## src/rtl/fifo_tx_pkg.sv

```systemverilog
// fifo_tx_pkg
//   Shared definitions for the FIFO drain-side serial transmitter:
//   FSM state encoding, FIFO command encodings and a counter-width helper.
//   Used by fifo_serial_tx and fifo_tx_baud_counter.
package fifo_tx_pkg;

  typedef enum logic [2:0] {
    ST_IDLE   = 3'd0,
    ST_POP    = 3'd1,
    ST_LATCH  = 3'd2,
    ST_START  = 3'd3,
    ST_DATA   = 3'd4,
    ST_PARITY = 3'd5,
    ST_STOP   = 3'd6
  } state_e;

  localparam logic [1:0] MODE_IDLE  = 2'b00;
  localparam logic [1:0] MODE_WRITE = 2'b01;
  localparam logic [1:0] MODE_READ  = 2'b10;

  // Width of a counter that holds 0..max-1; never narrower than one bit.
  function automatic int cnt_width(input int max);
    return (max > 1) ? $clog2(max) : 1;
  endfunction

endpackage

```

## src/rtl/fifo_tx_baud_counter.sv

```systemverilog
// fifo_tx_baud_counter
//   Bit-period timer. Counts 0..CLKS_PER_BIT-1 and wraps; bit_tick_o is
//   high during the last count of every bit period.
// Ports:
//   clk_i       system clock
//   rst_i       synchronous active-high reset
//   clr_i       restart the period so the next cycle is count 0
//   bit_tick_o  one-cycle pulse on the final cycle of a bit period
module fifo_tx_baud_counter
  import fifo_tx_pkg::*;
#(
  parameter int CLKS_PER_BIT = 4
) (
  input  logic clk_i,
  input  logic rst_i,
  input  logic clr_i,
  output logic bit_tick_o
);

  localparam int CNT_W = cnt_width(CLKS_PER_BIT);
  localparam logic [CNT_W-1:0] LAST = CNT_W'(CLKS_PER_BIT - 1);

  logic [CNT_W-1:0] cnt_q, cnt_d;

  always_comb begin
    cnt_d = cnt_q + 1'b1;
    if (clr_i || (cnt_q == LAST)) cnt_d = '0;
  end

  always_ff @(posedge clk_i) begin
    if (rst_i) cnt_q <= '0;
    else       cnt_q <= cnt_d;
  end

  assign bit_tick_o = (cnt_q == LAST);

endmodule

```

## src/rtl/fifo_serial_tx.sv

```systemverilog
// fifo_serial_tx
//   Pops words from the FIFO read port (mode/empty handshake), latches each
//   word and sends it LSB-first as a start / data / [parity] / stop frame.
//   Optional feature macro: FIFO_TX_PARITY_EN inserts an even-parity bit
//   between the last data bit and the stop bit.
// Ports:
//   clk           system clock
//   rst           synchronous active-high reset
//   fifo_empty    FIFO empty flag, sampled only in IDLE
//   fifo_dataout  FIFO read data, valid the cycle after a read command
//   fifo_mode     FIFO command: 00 idle, 10 read (one cycle per frame)
//   tx_enable     allows new frames to start, sampled only in IDLE
//   tx            serial line, idles high
//   busy          high from POP through STOP
//   done          one-cycle pulse in the first IDLE cycle after STOP
module fifo_serial_tx
  import fifo_tx_pkg::*;
#(
  parameter int DATA_W       = 4,
  parameter int CLKS_PER_BIT = 4
) (
  input  logic              clk,
  input  logic              rst,
  input  logic              fifo_empty,
  input  logic [DATA_W-1:0] fifo_dataout,
  output logic [1:0]        fifo_mode,
  input  logic              tx_enable,
  output logic              tx,
  output logic              busy,
  output logic              done
);

  localparam int BIT_W = cnt_width(DATA_W);
  localparam logic [BIT_W-1:0] LAST_BIT = BIT_W'(DATA_W - 1);

  state_e            state_q, state_d;
  logic [BIT_W-1:0]  bit_cnt_q, bit_cnt_d;
  logic [DATA_W-1:0] shreg_q, shreg_d;
  logic              done_q, done_d;
  logic              bit_tick;

  // The period restarts as the FSM enters START so START lasts a full bit.
  fifo_tx_baud_counter #(
    .CLKS_PER_BIT(CLKS_PER_BIT)
  ) u_baud (
    .clk_i     (clk),
    .rst_i     (rst),
    .clr_i     (state_q == ST_LATCH),
    .bit_tick_o(bit_tick)
  );

  always_ff @(posedge clk) begin
    if (rst) begin
      state_q   <= ST_IDLE;
      bit_cnt_q <= '0;
      done_q    <= 1'b0;
    end else begin
      state_q   <= state_d;
      bit_cnt_q <= bit_cnt_d;
      done_q    <= done_d;
    end
  end

  // Shift register holds payload only; it is reloaded before every use.
  always_ff @(posedge clk) begin
    shreg_q <= shreg_d;
  end

`ifdef FIFO_TX_PARITY_EN
  logic parity_q;

  always_ff @(posedge clk) begin
    if (state_q == ST_LATCH) parity_q <= ^fifo_dataout;
  end
`endif

  // Next-state logic
  always_comb begin
    state_d = state_q;
    unique case (state_q)
      ST_IDLE:  if (tx_enable && !fifo_empty) state_d = ST_POP;
      ST_POP:   state_d = ST_LATCH;
      ST_LATCH: state_d = ST_START;
      ST_START: if (bit_tick) state_d = ST_DATA;
      ST_DATA: begin
        if (bit_tick && (bit_cnt_q == LAST_BIT)) begin
`ifdef FIFO_TX_PARITY_EN
          state_d = ST_PARITY;
`else
          state_d = ST_STOP;
`endif
        end
      end
`ifdef FIFO_TX_PARITY_EN
      ST_PARITY: if (bit_tick) state_d = ST_STOP;
`endif
      ST_STOP:  if (bit_tick) state_d = ST_IDLE;
      default:  state_d = ST_IDLE;
    endcase
  end

  // Datapath next-state: load on LATCH, shift after each data bit period
  always_comb begin
    shreg_d   = shreg_q;
    bit_cnt_d = bit_cnt_q;
    done_d    = (state_q == ST_STOP) && bit_tick;
    if (state_q == ST_LATCH) begin
      shreg_d   = fifo_dataout;
      bit_cnt_d = '0;
    end else if ((state_q == ST_DATA) && bit_tick) begin
      shreg_d   = shreg_q >> 1;
      bit_cnt_d = bit_cnt_q + 1'b1;
    end
  end

  // Moore outputs decoded from the state register
  always_comb begin
    fifo_mode = MODE_IDLE;
    tx        = 1'b1;
    busy      = (state_q != ST_IDLE);
    done      = done_q;
    unique case (state_q)
      ST_POP:    fifo_mode = MODE_READ;
      ST_START:  tx = 1'b0;
      ST_DATA:   tx = shreg_q[0];
`ifdef FIFO_TX_PARITY_EN
      ST_PARITY: tx = parity_q;
`endif
      default:   ;
    endcase
  end

endmodule

```

## config.mk

```make
export PLATFORM = sky130hd
export DESIGN_NAME = fifo_serial_tx
export DESIGN_NICKNAME = d
export VERILOG_FILES = /design/src/rtl/fifo_tx_pkg.sv /design/src/rtl/fifo_tx_baud_counter.sv /design/src/rtl/fifo_serial_tx.sv
export SDC_FILE = /design/constraint.sdc
export NUM_CORES = 1
export LEC_CHECK = 0
export ABC_AREA = 0
export ABC_CLOCK_PERIOD_IN_PS = 3550
export CORE_AREA = 4 4 41 43
export CTS_BUF_LIST = sky130_fd_sc_hd__clkbuf_8
export DETAILED_ROUTE_END_ITERATION = 12
export DIE_AREA = 0 0 45 47
export GPL_ROUTABILITY_DRIVEN = 0
export HOLD_SLACK_MARGIN = 0.08
export PLACE_DENSITY = 0.72
export SETUP_SLACK_MARGIN = 0.4
export SYNTH_ARGS = -nofsm -noshare
export SYNTH_HDL_FRONTEND = slang
export SYNTH_SLANG_ARGS = --single-unit
```

## constraint.sdc

```tcl
create_clock -name clk -period 3.55 [get_ports clk]
set_clock_uncertainty 0.1 [all_clocks]
set_input_delay 0.71 -clock clk [delete_from_list [all_inputs] [get_ports clk]]
set_output_delay 0.71 -clock clk [all_outputs]
set_load 0.005 [all_outputs]
```

; After elaboration in Yosys (flattened, before gate mapping)
; Index checks and enable logic that the tools add are counted.
[word_totals]
regBits = 12
input_bits = 8
[op_classes]
reduce_logical = 12
muxes = 9
n_eq_ne = 11
add_sub_neg = 2
[ops]
columns = operator, n
row1 = $pmux 3 s6, 1
row2 = $mux 3, 4
row3 = $mux 4, 2
row4 = $ne 2x2->1 const B, 4
row5 = $eq 3x2->1 const B, 2
row6 = $eq 3x3->1 const B, 2
row7 = $add 2x1->2 const B, 2
row8 = $eq 2x2->1 const B, 2
row9 = $logic_and 1x1->1, 4
row10 = $reduce_and 4->1, 1
row11 = $reduce_or 2->1, 2
row12 = $eq 3x1->1 const B, 1
row13 = $logic_not 3->1, 1
row14 = $reduce_bool 3->1, 1
row15 = $mux 2, 1
row16 = $pmux 1 s2, 1
row17 = $reduce_bool 2->1, 1
row18 = $logic_not 1->1, 1
row19 = $logic_or 1x1->1, 1

; Logic depth before layout (Yosys ltp)
; Gate-level depths: netlist of run 1.
[depth]
word_depth = 4
mapped_depth = 4

; Cells and area by module
; Synthesis of run 1 repeated with hierarchy kept, for this count alone.
[unflattened]
hier_cells = 49
area_unflattened_um2 = 594.3
[modules_own_cells]
columns = module, cells_per_inst, area_each_um2, n_inst, seq_area_each_um2
row1 = fifo_serial_tx, 44, 514.2, 1, 240.2
row2 = fifo_tx_baud_counter, 5, 80.1, 1, 40.0

; Least setup slack after synthesis of run 1
; No wires, ideal clock.
[synth_path]
kind = reg2out
start = reg state_q[2]
end = out busy
path_buffers = 1
slack_ns = 1.856
arrival_ns = 0.884
path_stages_with_launch = 3
required_ns = 2.740
cell_sequence = dfxtp_1 -> buf_6 -> or3_2
[synth_between]
elab_chain_len = 1
[synth_lines]
columns = element, line_no
row1 = "start, declared", fifo_serial_tx.sv:36  ; state_e state_q, state_d;
row2 = "start signal, assigned", fifo_serial_tx.sv:58  ; state_q <= state_d;
row3 = $reduce_bool 3->1, fifo_serial_tx.sv:120  ; busy = (state_q != ST_IDLE);
row4 = "end, declared", fifo_serial_tx.sv:29  ; output logic busy,
; No other way between the ends.

; Worst setup path after layout of run 1
[layout_path]
start = reg state_q[2]
end = out tx
[layout_between]
elab_chain_len = 2
elab_cells_between_ends = 3
classes_between = eq/ne: 2 / mux: 1
[layout_lines]
columns = element, line_no
row1 = $eq 3x3->1 / $eq 3x2->1 (equally long branches), fifo_serial_tx.sv:122  ; unique case (state_q)
row2 = $pmux 1 s2 (*), fifo_serial_tx.sv:122
row3 = "end, declared", fifo_serial_tx.sv:28  ; output logic tx,
; Every way passes the cells marked *; elsewhere a longest branch is shown, timed or not.

==> results of run 1 <==
-- kinds of logic (layout without fill, tap and decap cells) --
group,Yosys count,count (layout),share of synthesized area
fa+ha+maj,2,2,0.0420
buf+inv,6,16,0.0714
simple gates,22,22,0.258
mux,4,4,0.0735
compound gates,6,6,0.0630
other cells,1,1,0.00630
xor+xnor,1,1,0.0147
flops,12,12,0.471
-- stage by stage --
step	util	hold slack, ns	area, um^2
floorplan	-	0.308	596
global route	0.562	0.355	731
finish	0.562	0.328	731
global placement	0.527	0.319	686
CTS	0.562	0.333	731
detailed placement	0.527	0.326	686
-- area by class of cell --
type                       count  area, um^2  area share
tap                           15        18.8      0.0257
inverter                       1        3.75     0.00514
clock inverter                 1        3.75     0.00514
multi-input combinational     36         273       0.373
clock buffer                   3        41.3      0.0565
timing repair buffer          11         110       0.151
sequential                    12         280       0.384
-- cells in the mapped netlist (all sizes together) --
cell,instances,share of area
dfxtp,8,0.27
buf,4,0.059
edfxtp,4,0.20
nor3,4,0.034
mux2,3,0.057
a21oi,2,0.017
ha,2,0.042
nand2,2,0.013
nand2b,2,0.021
nor3b,2,0.044
a211o,1,0.015
a31oi,1,0.011
and2,1,0.013
and4bb,1,0.021
clkbuf,1,0.0063
conb,1,0.0063
inv,1,0.0063
mux2i,1,0.017
nand3,1,0.0084
nand3b,1,0.013
nand4b,1,0.015
nor2,1,0.0063
nor2b,1,0.011
nor4,1,0.011
nor4b,1,0.015
o211ai,1,0.013
o21ai,1,0.0084
or2,1,0.011
or2b,1,0.013
or3,1,0.013
xnor2,1,0.015
-- per-layer routing --
layer  track usage  part of all wire  vias to the layer above
met5             0                 0                        -
met4        0.0702             0.015                        0
met3        0.0575             0.050                        2
met2         0.161              0.52                        7
met1         0.134              0.42                      195
li1              -                 -                      209
-- report_power, final --
| part | internal (mW) | total [mW] | switching (mW) |
|---|---|---|---|
| Combinational | 0.0615 | 0.0982 | 0.0367 |
| Clock | 0.0761 | 0.125 | 0.0492 |
| Sequential | 0.174 | 0.196 | 0.0221 |
| Total | 0.311 | 0.419 | 0.108 |
-- worst min path at each step --
stage                    start         endpoint  slack, ns  cells after the start
2_1_floorplan  u_baud.cnt_q[0]  u_baud.cnt_q[0]       0.31                      1
3_3_place_gp   u_baud.cnt_q[0]  u_baud.cnt_q[0]       0.32                      1
3_5_place_dp   u_baud.cnt_q[0]  u_baud.cnt_q[0]       0.33                      1
4_1_cts        u_baud.cnt_q[0]  u_baud.cnt_q[0]       0.33                      1
5_1_grt        u_baud.cnt_q[0]  u_baud.cnt_q[0]       0.36                      1
6_report       u_baud.cnt_q[0]  u_baud.cnt_q[0]       0.33                      1
-- critical path: cells and delay by family, from the launching register on --
kind,cells,cell delay (ns)
compound gates,1,0.05
buf+inv,1,0.45
flops,1,0.49
simple gates,2,0.41
-- state kept, by name (all words and copies together), names as in the netlist --
signal	count
state_q	3
done	1
shreg_q	4
bit_cnt_q	2
u_baud.cnt_q	2
==> results.md, run 1 <==
- Worst slack at placement: about 1.4 ns
- Die width: 45 um
- Cell area after synthesis: 596 um^2
- Cells after Synth: 54
- #FFs+latches synth: 12
- WP data required: 2.74 ns
- Sink Count: 12
- Most frequent cells in the layout: clkdlybuf4s50_1 (11), dfxtp_1 (8), nor3_1 (4), edfxtp_1 (4)
- Internal reg-to-reg setup slack: 1.84 ns
- IO Pins: 13
- Reg clk slew, reported paths: 0.05 ns
- Vias: a little over 400
- H-tree levels: 1
- Reg2Reg Depth: 2
- Fin cells: 79
- Routed Antenna Nets: 0
- IO buf count: 11
- Achievable Freq: 407 MHz
- Die Y: 47 um
- Reg2reg start: state_q[1]
- DR vias/cell: 5.23
- Synthesized Nets: 64
- DRC Markers: 0
- Yosys cell types: 34
- Nets: 75
- CTS tree: built
- Die ar.: 0.00212 mm^2
- DRT Pass-1 Iters: 4
- CP max stage delay: approximately 0.49 ns
- RSZ-0062 raised after global routing: no
- Area growth, synth to finish: 22.7%
- Slew Viols, Final: 0
- Overall Global Routing Usage: 0.113
- Vias in the first global route: 374
- Post-CTS Setup Inserts: 0
- Worst setup path startpoint: state_q[2]
- CP Cell Sequence: or2b_1, nor3_1, a31oi_1, clkdlybuf4s50_1
- Setup_tns: 0 ns
- Pwr/cell area: 574 mW/mm^2
- CP max stage cell: dfxtp_1
- Grt total ovfl: 0
- Worst r2r dst: shreg_q[1]
- Max FO, Critical Path: 9
- Avg WL per Cell: 12.2 um
- Final period util: 0.692
- Commonest non-fill, non-tap cell in the layout: clkdlybuf4s50_1
- Leak pwr: 0.264 nW
- Yosys warns: 0
- Site Rows: 13
- Root Buffer: clkbuf_8
- Max Root-Sink Buffers: 2
- CP arrival: 1.65 ns
- Largest net degree at the start of global routing: 13
- Num CTS Buffers: 3
- Setup slack after layout: 1.09 ns
- First-pass GRT wire length: 1620 um
- Post-layout min period: roughly 2.5 ns
- Clk Latency, worst-skew pair: 0.24 ns
- Worst setup path end: tx
- Status: complete, no violations
- Syn Area/Cell: 11.0 um^2
- Peak VDD IR: 0.282 mV
- Final setup fails: 0
- Share of cells above drive strength 1: 0.172
- Max cap viols: 0
- N_diodes: 0
- Initial antenna violation count: 0
- DRT iter0 DRCs: 6
- Hpwl dp: between 700 and 800 um
- WL final: 963 um
- # resized after CTS: 0
- Core area: approximately 0.0013 mm^2
- Total power: 419 uW
- HP Class: flip-flop to flip-flop
- Startpoint types: flip-flop
- Cts hold-fix bufs: 0
- Final hold violations: 0
- Crit. End Element: output pin
- Initial core utilization: 0.458
- CP Class: flip-flop to output pin
- Register area share after synthesis: 0.471
- # placed instances: 75
- Number of fillers in the final layout: 130
(Power assumes the default switching activity.)
==> run 2: changes to the inputs <==
--- a/config.mk
+++ b/config.mk
@@ -6,7 +6,7 @@
 export NUM_CORES = 1
 export LEC_CHECK = 0
 export ABC_AREA = 0
-export ABC_CLOCK_PERIOD_IN_PS = 3550
+export ABC_CLOCK_PERIOD_IN_PS = 2440
 export CORE_AREA = 4 4 41 43
 export CTS_BUF_LIST = sky130_fd_sc_hd__clkbuf_8
 export DETAILED_ROUTE_END_ITERATION = 12
==> constraint.sdc (replaced) <==
create_clock -name clk -period 2.44 [get_ports clk]
set_clock_uncertainty 0.1 [all_clocks]
set_input_delay 0.488 -clock clk [delete_from_list [all_inputs] [get_ports clk]]
set_output_delay 0.488 -clock clk [all_outputs]
set_load 0.005 [all_outputs]
==> run 2 against run 1 <==
  * Count of clock-buffer cells in the layout did not move
  * Sequential share of layout area fell by 0.73 points
  * Core utilization rose by 2.9 points
  * Largest power group unchanged
==> results.md, run 2 (synthesis results as in run 1) <==
- Placed Area: 686 um^2
- Achievable Freq: approximately 500 MHz
- Cell area after layout: just under 800 um^2
- Die width: 45 um
- Num CTS Buffers: 3
- Die ar.: 0.00212 mm^2
- H-tree levels: 1
- Avg WL per Cell: around 12 um
- Largest register FFs: 4
- Setup_tns: 0 ns
- Sink Count: 12
- N_diodes: 0
- CP Class: flip-flop to output pin
- WP data required: roughly 1.9 ns
- Vias: ~420
- CP Buf/Inv Count: 2
- Leak pwr: 0.300 nW
- Delay-heaviest family, CP: simple AND/OR/NAND/NOR gates
- Core area: 0.00130 mm^2
- Vias in the first global route: 373
- Initial core utilization: 0.458
- Routed Antenna Nets: 0
- Root Buffer: clkbuf_8
- Commonest non-fill, non-tap cell in the layout: clkdlybuf4s50_1
- Pwr/cell area: 799 mW/mm^2
- Most frequent cells in the layout: clkdlybuf4s50_1 (9), dfxtp_1 (5), edfxtp_1 (4)
- Post-layout min period: 2.06 ns
- DR vias/cell: 5.11
- Reg clk slew, reported paths: roughly 0.05 ns
- Startpoint types: flip-flop
- DRT iter0 DRCs: 8
- CTS tree: built
- Final period util: 0.843
- Share of cells above drive strength 1: 0.269
- Slew Viols, Final: 0
- Total power: 614 uW
- Final hold violations: 0
- Max Root-Sink Buffers: 2
- Top flop regs: shreg_q x4, state_q x3
- Max FO, Critical Path: 6
- Grt total ovfl: 0
- CP Cell Sequence: buf_4, or3_2, dlygate4sd2_1
- Nets: 78
- Cts hold-fix bufs: 0
- DRT Pass-1 Iters: 2
- RSZ-0062 raised after global routing: yes
- Die Y: around 47 um
- First-pass GRT wire length: between 1500 and 2000 um
- CP arrival: 1.47 ns
- Hpwl dp: 704 um
- Clk Latency, worst-skew pair: 0.24 ns
- Site Rows: 13
- Final setup fails: 0
- Largest net degree at the start of global routing: 13
- HP Class: flip-flop to flip-flop
- IO buf count: 11
- Peak VDD IR: 0.419 mV
- Crit. End Element: output pin
- Max cap viols: 0
- IO Pins: 13
- Status: complete, no violations
- WL final: 1020 um
- CP max stage delay: 0.46 ns
- Initial antenna violation count: 0
- Area growth, synth to finish: 29.0%
- Overall Global Routing Usage: 0.113
- CP max stage cell: or3_2
- DRC Markers: 0
- Reg with most FFs: shreg_q
[run 2: layout make-up]
type / count / area (um^2)
timing repair buffer: 14 / 134
tap: 15 / 18.8
fill: 129 / 533
multi-input combinational: 36 / 278
clock inverter: 1 / 3.75
inverter: 1 / 3.75
sequential: 12 / 289
clock buffer: 3 / 41.3
[run 2: power breakdown]
part           internal (mW)  switching (mW)  leakage, nW
Combinational         0.0883          0.0549        0.168
Sequential             0.255          0.0336        0.105
Clock                  0.111          0.0714       0.0269
[run 2: repair_timing]
item                       CTS  global route
resized for setup            4             4
setup endpoints to repair    3             2
hold endpoints to repair     0             0
setup buffers                0             3
[run 2: path summary, 6_finish.rpt]
path                    from               to  slack (ns)  cells after the start
max               state_q[2]             busy        0.38                      3
min          u_baud.cnt_q[0]  u_baud.cnt_q[0]        0.33                      1
max reg2reg       state_q[2]       shreg_q[1]        0.81                      3
min reg2reg  u_baud.cnt_q[0]  u_baud.cnt_q[0]        0.33                      1
[run 2: routing by layer]
| layer | wire (um) | track usage | up-vias | share of wire |
|---|---|---|---|---|
| li1 | - | - | 217 | - |
| met1 | 433 | 0.136 | 193 | 0.42 |
| met2 | 522 | 0.161 | 7 | 0.51 |
| met3 | 48 | 0.0575 | 2 | 0.047 |
| met4 | 14 | 0.0702 | 0 | 0.014 |
| met5 | 0 | 0 | - | 0 |
[run 2: stage by stage]
| stage | setup WS (ns) | hold slack [ns] | utilization | cells |
|---|---|---|---|---|
| 6_report | 0.383 | 0.328 | 0.590 | 82 |
| 3_3_place_gp | 0.487 | 0.319 | 0.527 | 75 |
| 2_1_floorplan | 0.968 | 0.308 | - | 54 |
| 4_1_cts | 0.320 | 0.333 | 0.564 | 79 |
| 5_1_grt | 0.323 | 0.355 | 0.590 | 82 |
| 3_5_place_dp | 0.462 | 0.326 | 0.527 | 75 |
==> run 3: changes to the inputs <==
--- a/config.mk
+++ b/config.mk
@@ -6,7 +6,7 @@
 export NUM_CORES = 1
 export LEC_CHECK = 0
 export ABC_AREA = 0
-export ABC_CLOCK_PERIOD_IN_PS = 2440
+export ABC_CLOCK_PERIOD_IN_PS = 2100
 export CORE_AREA = 4 4 41 43
 export CTS_BUF_LIST = sky130_fd_sc_hd__clkbuf_8
 export DETAILED_ROUTE_END_ITERATION = 12
==> constraint.sdc (replaced) <==
create_clock -name clk -period 2.1 [get_ports clk]
set_clock_uncertainty 0.1 [all_clocks]
set_input_delay 0.42 -clock clk [delete_from_list [all_inputs] [get_ports clk]]
set_output_delay 0.42 -clock clk [all_outputs]
set_load 0.005 [all_outputs]
==> run 3 against run 2 <==
  * Final cell count rose by 9.8%
  * Sequential share of layout area fell by 2.5 points
  * Worst hold slack better by 0.0030 ns
  * Global-route usage grew 0.29 points
  * Count of clock-buffer cells in the layout unchanged
  * Register-to-register slack got worse by 0.27 ns
==> results.md, run 3 (synthesis results as in run 1) <==
- DRT Pass-1 Iters: 3
- Reg clk slew, reported paths: 0.05 ns
- Total power: 754 uW
- Status: complete, no violations
- Slew Viols, Final: 0
- Root Buffer: clkbuf_8
- Setup_tns: 0 ns
- Share of cells above drive strength 1: 0.387
- Hold WS: 0.331 ns
- Peak VDD IR: 0.472 mV
- Leak pwr: roughly 0.32 nW
- Final setup fails: 0
- Num CTS Buffers: 3
- Routed wl met2: 583 um
- Crit. End Element: output pin
- Max cap viols: 0
- N_diodes: 0
- Achievable Freq: 590 MHz
- Commonest non-fill, non-tap cell in the layout: buf_4
- Clk Latency, worst-skew pair: 0.23 ns
- CTS tree: built
- Vias in the first global route: 386
- First-pass GRT wire length: 1690 um
- HP Class: flip-flop to flip-flop
- DRC Markers: 0
- Startpoint types: flip-flop
- Max Root-Sink Buffers: 2
- DRT iter0 DRCs: 6
- Hold_sp: u_baud.cnt_q[0]
- Hold Path End: u_baud.cnt_q[0]
- CP arrival: 1.18 ns
- Overall Global Routing Usage: 0.116
- Initial core utilization: 0.458
- Highest metal used: met4
- Area growth, synth to finish: 38.2%
- Worst r2r dst: shreg_q[0]
- Routed wl met3: about 24 um
- Reg2Reg Depth: 3
- Register area: 289 um^2
- Initial antenna violation count: 0
- Number of fillers in the final layout: 116
- Post-layout min period: 1.70 ns
- Reg with most FFs: shreg_q
- CP Class: flip-flop to output pin
- Largest net degree at the start of global routing: 13
- Die ar.: roughly 0.0021 mm^2
- Max FO, Critical Path: 5
- Hold Path Stages: 1
- RSZ-0062 raised after global routing: yes
- Final period util: 0.808
- Met1 WL: 547 um
- DR vias/cell: 4.93
- Largest register FFs: 4
- Avg WL per Cell: roughly 13 um
- Vias: about 440
- Die width: about 45 um
- Cts hold-fix bufs: 0
- Core area: 0.00130 mm^2
- Pwr/cell area: 916 mW/mm^2
- Area occupied by multi-input gates: 282 um^2
- Nets: 86
- IO buf count: 11
- Grt total ovfl: 0
- Sink Count: 12
- H-tree levels: 1
- Routed Antenna Nets: 0
- Die Y: between 40 and 50 um
- WL final: 1180 um
- Internal reg-to-reg setup slack: 0.54 ns
- IO Pins: 13
- Final hold violations: 0
- Hpwl dp: approximately 720 um
- Most frequent cells in the layout: buf_4 (9), clkdlybuf4s50_1 (8), dfxtp_1 (5)
- WP data required: 1.58 ns
- Top flop regs: shreg_q x4, state_q x3
- Reg2reg start: u_baud.cnt_q[0]
- Site Rows: 13
==> run 3: how the worst max path moves through the flow <==
stage | from | endpoint
5_1_grt | state_q[0] | tx
2_1_floorplan | u_baud.cnt_q[0] | shreg_q[0]
6_report | state_q[0] | busy
3_3_place_gp | state_q[2] | tx
3_5_place_dp | state_q[2] | tx
4_1_cts | state_q[0] | tx
==> run 3: layout make-up <==
type / instances / share of cell area
tap: 15 / 0.0228
timing repair buffer: 22 / 0.225
clock buffer: 3 / 0.0502
multi-input combinational: 36 / 0.342
sequential: 12 / 0.351
clock inverter: 1 / 0.00456
inverter: 1 / 0.00456
==> run 3: routing by layer <==
metal / GRT usage / up-vias
li1: - / 232
met1: 0.140 / 205
met2: 0.175 / 5
met3: 0.0115 / 2
met4: 0.123 / 0
met5: 0 / -
==> run 3: stage by stage <==
| stage | setup slack (ns) | std cells | utilization | area [um^2] |
|---|---|---|---|---|
| after detailed placement | 0.191 | 76 | 0.533 | 693 |
| after CTS | 0.299 | 83 | 0.584 | 759 |
| final | 0.404 | 90 | 0.633 | 823 |
| after global placement | 0.215 | 76 | 0.533 | 693 |
| after global routing | 0.334 | 90 | 0.633 | 823 |
| after floorplan | 0.633 | 54 | - | 596 |
==> run 3: report_power, final <==
group	total [mW]	switching (mW)	internal [mW]
Combinational	0.217	0.0799	0.137
Sequential	0.331	0.0347	0.296
Clock	0.207	0.0782	0.128
Total	0.754	0.193	0.561
==> run 3: worst max-delay path, cell delays in order, from the launching register on <==
cell and delay [ns]:
dfxtp_4 0.36, buf_6 0.12, or3_4 0.34, buf_2 0.13
==> run 3: timing repair <==
action,in CTS,in global routing
buffers inserted,3,7
setup endpoints to repair,6,5
pin swaps,0,2
gates cloned,0,0
resized for setup,14,6
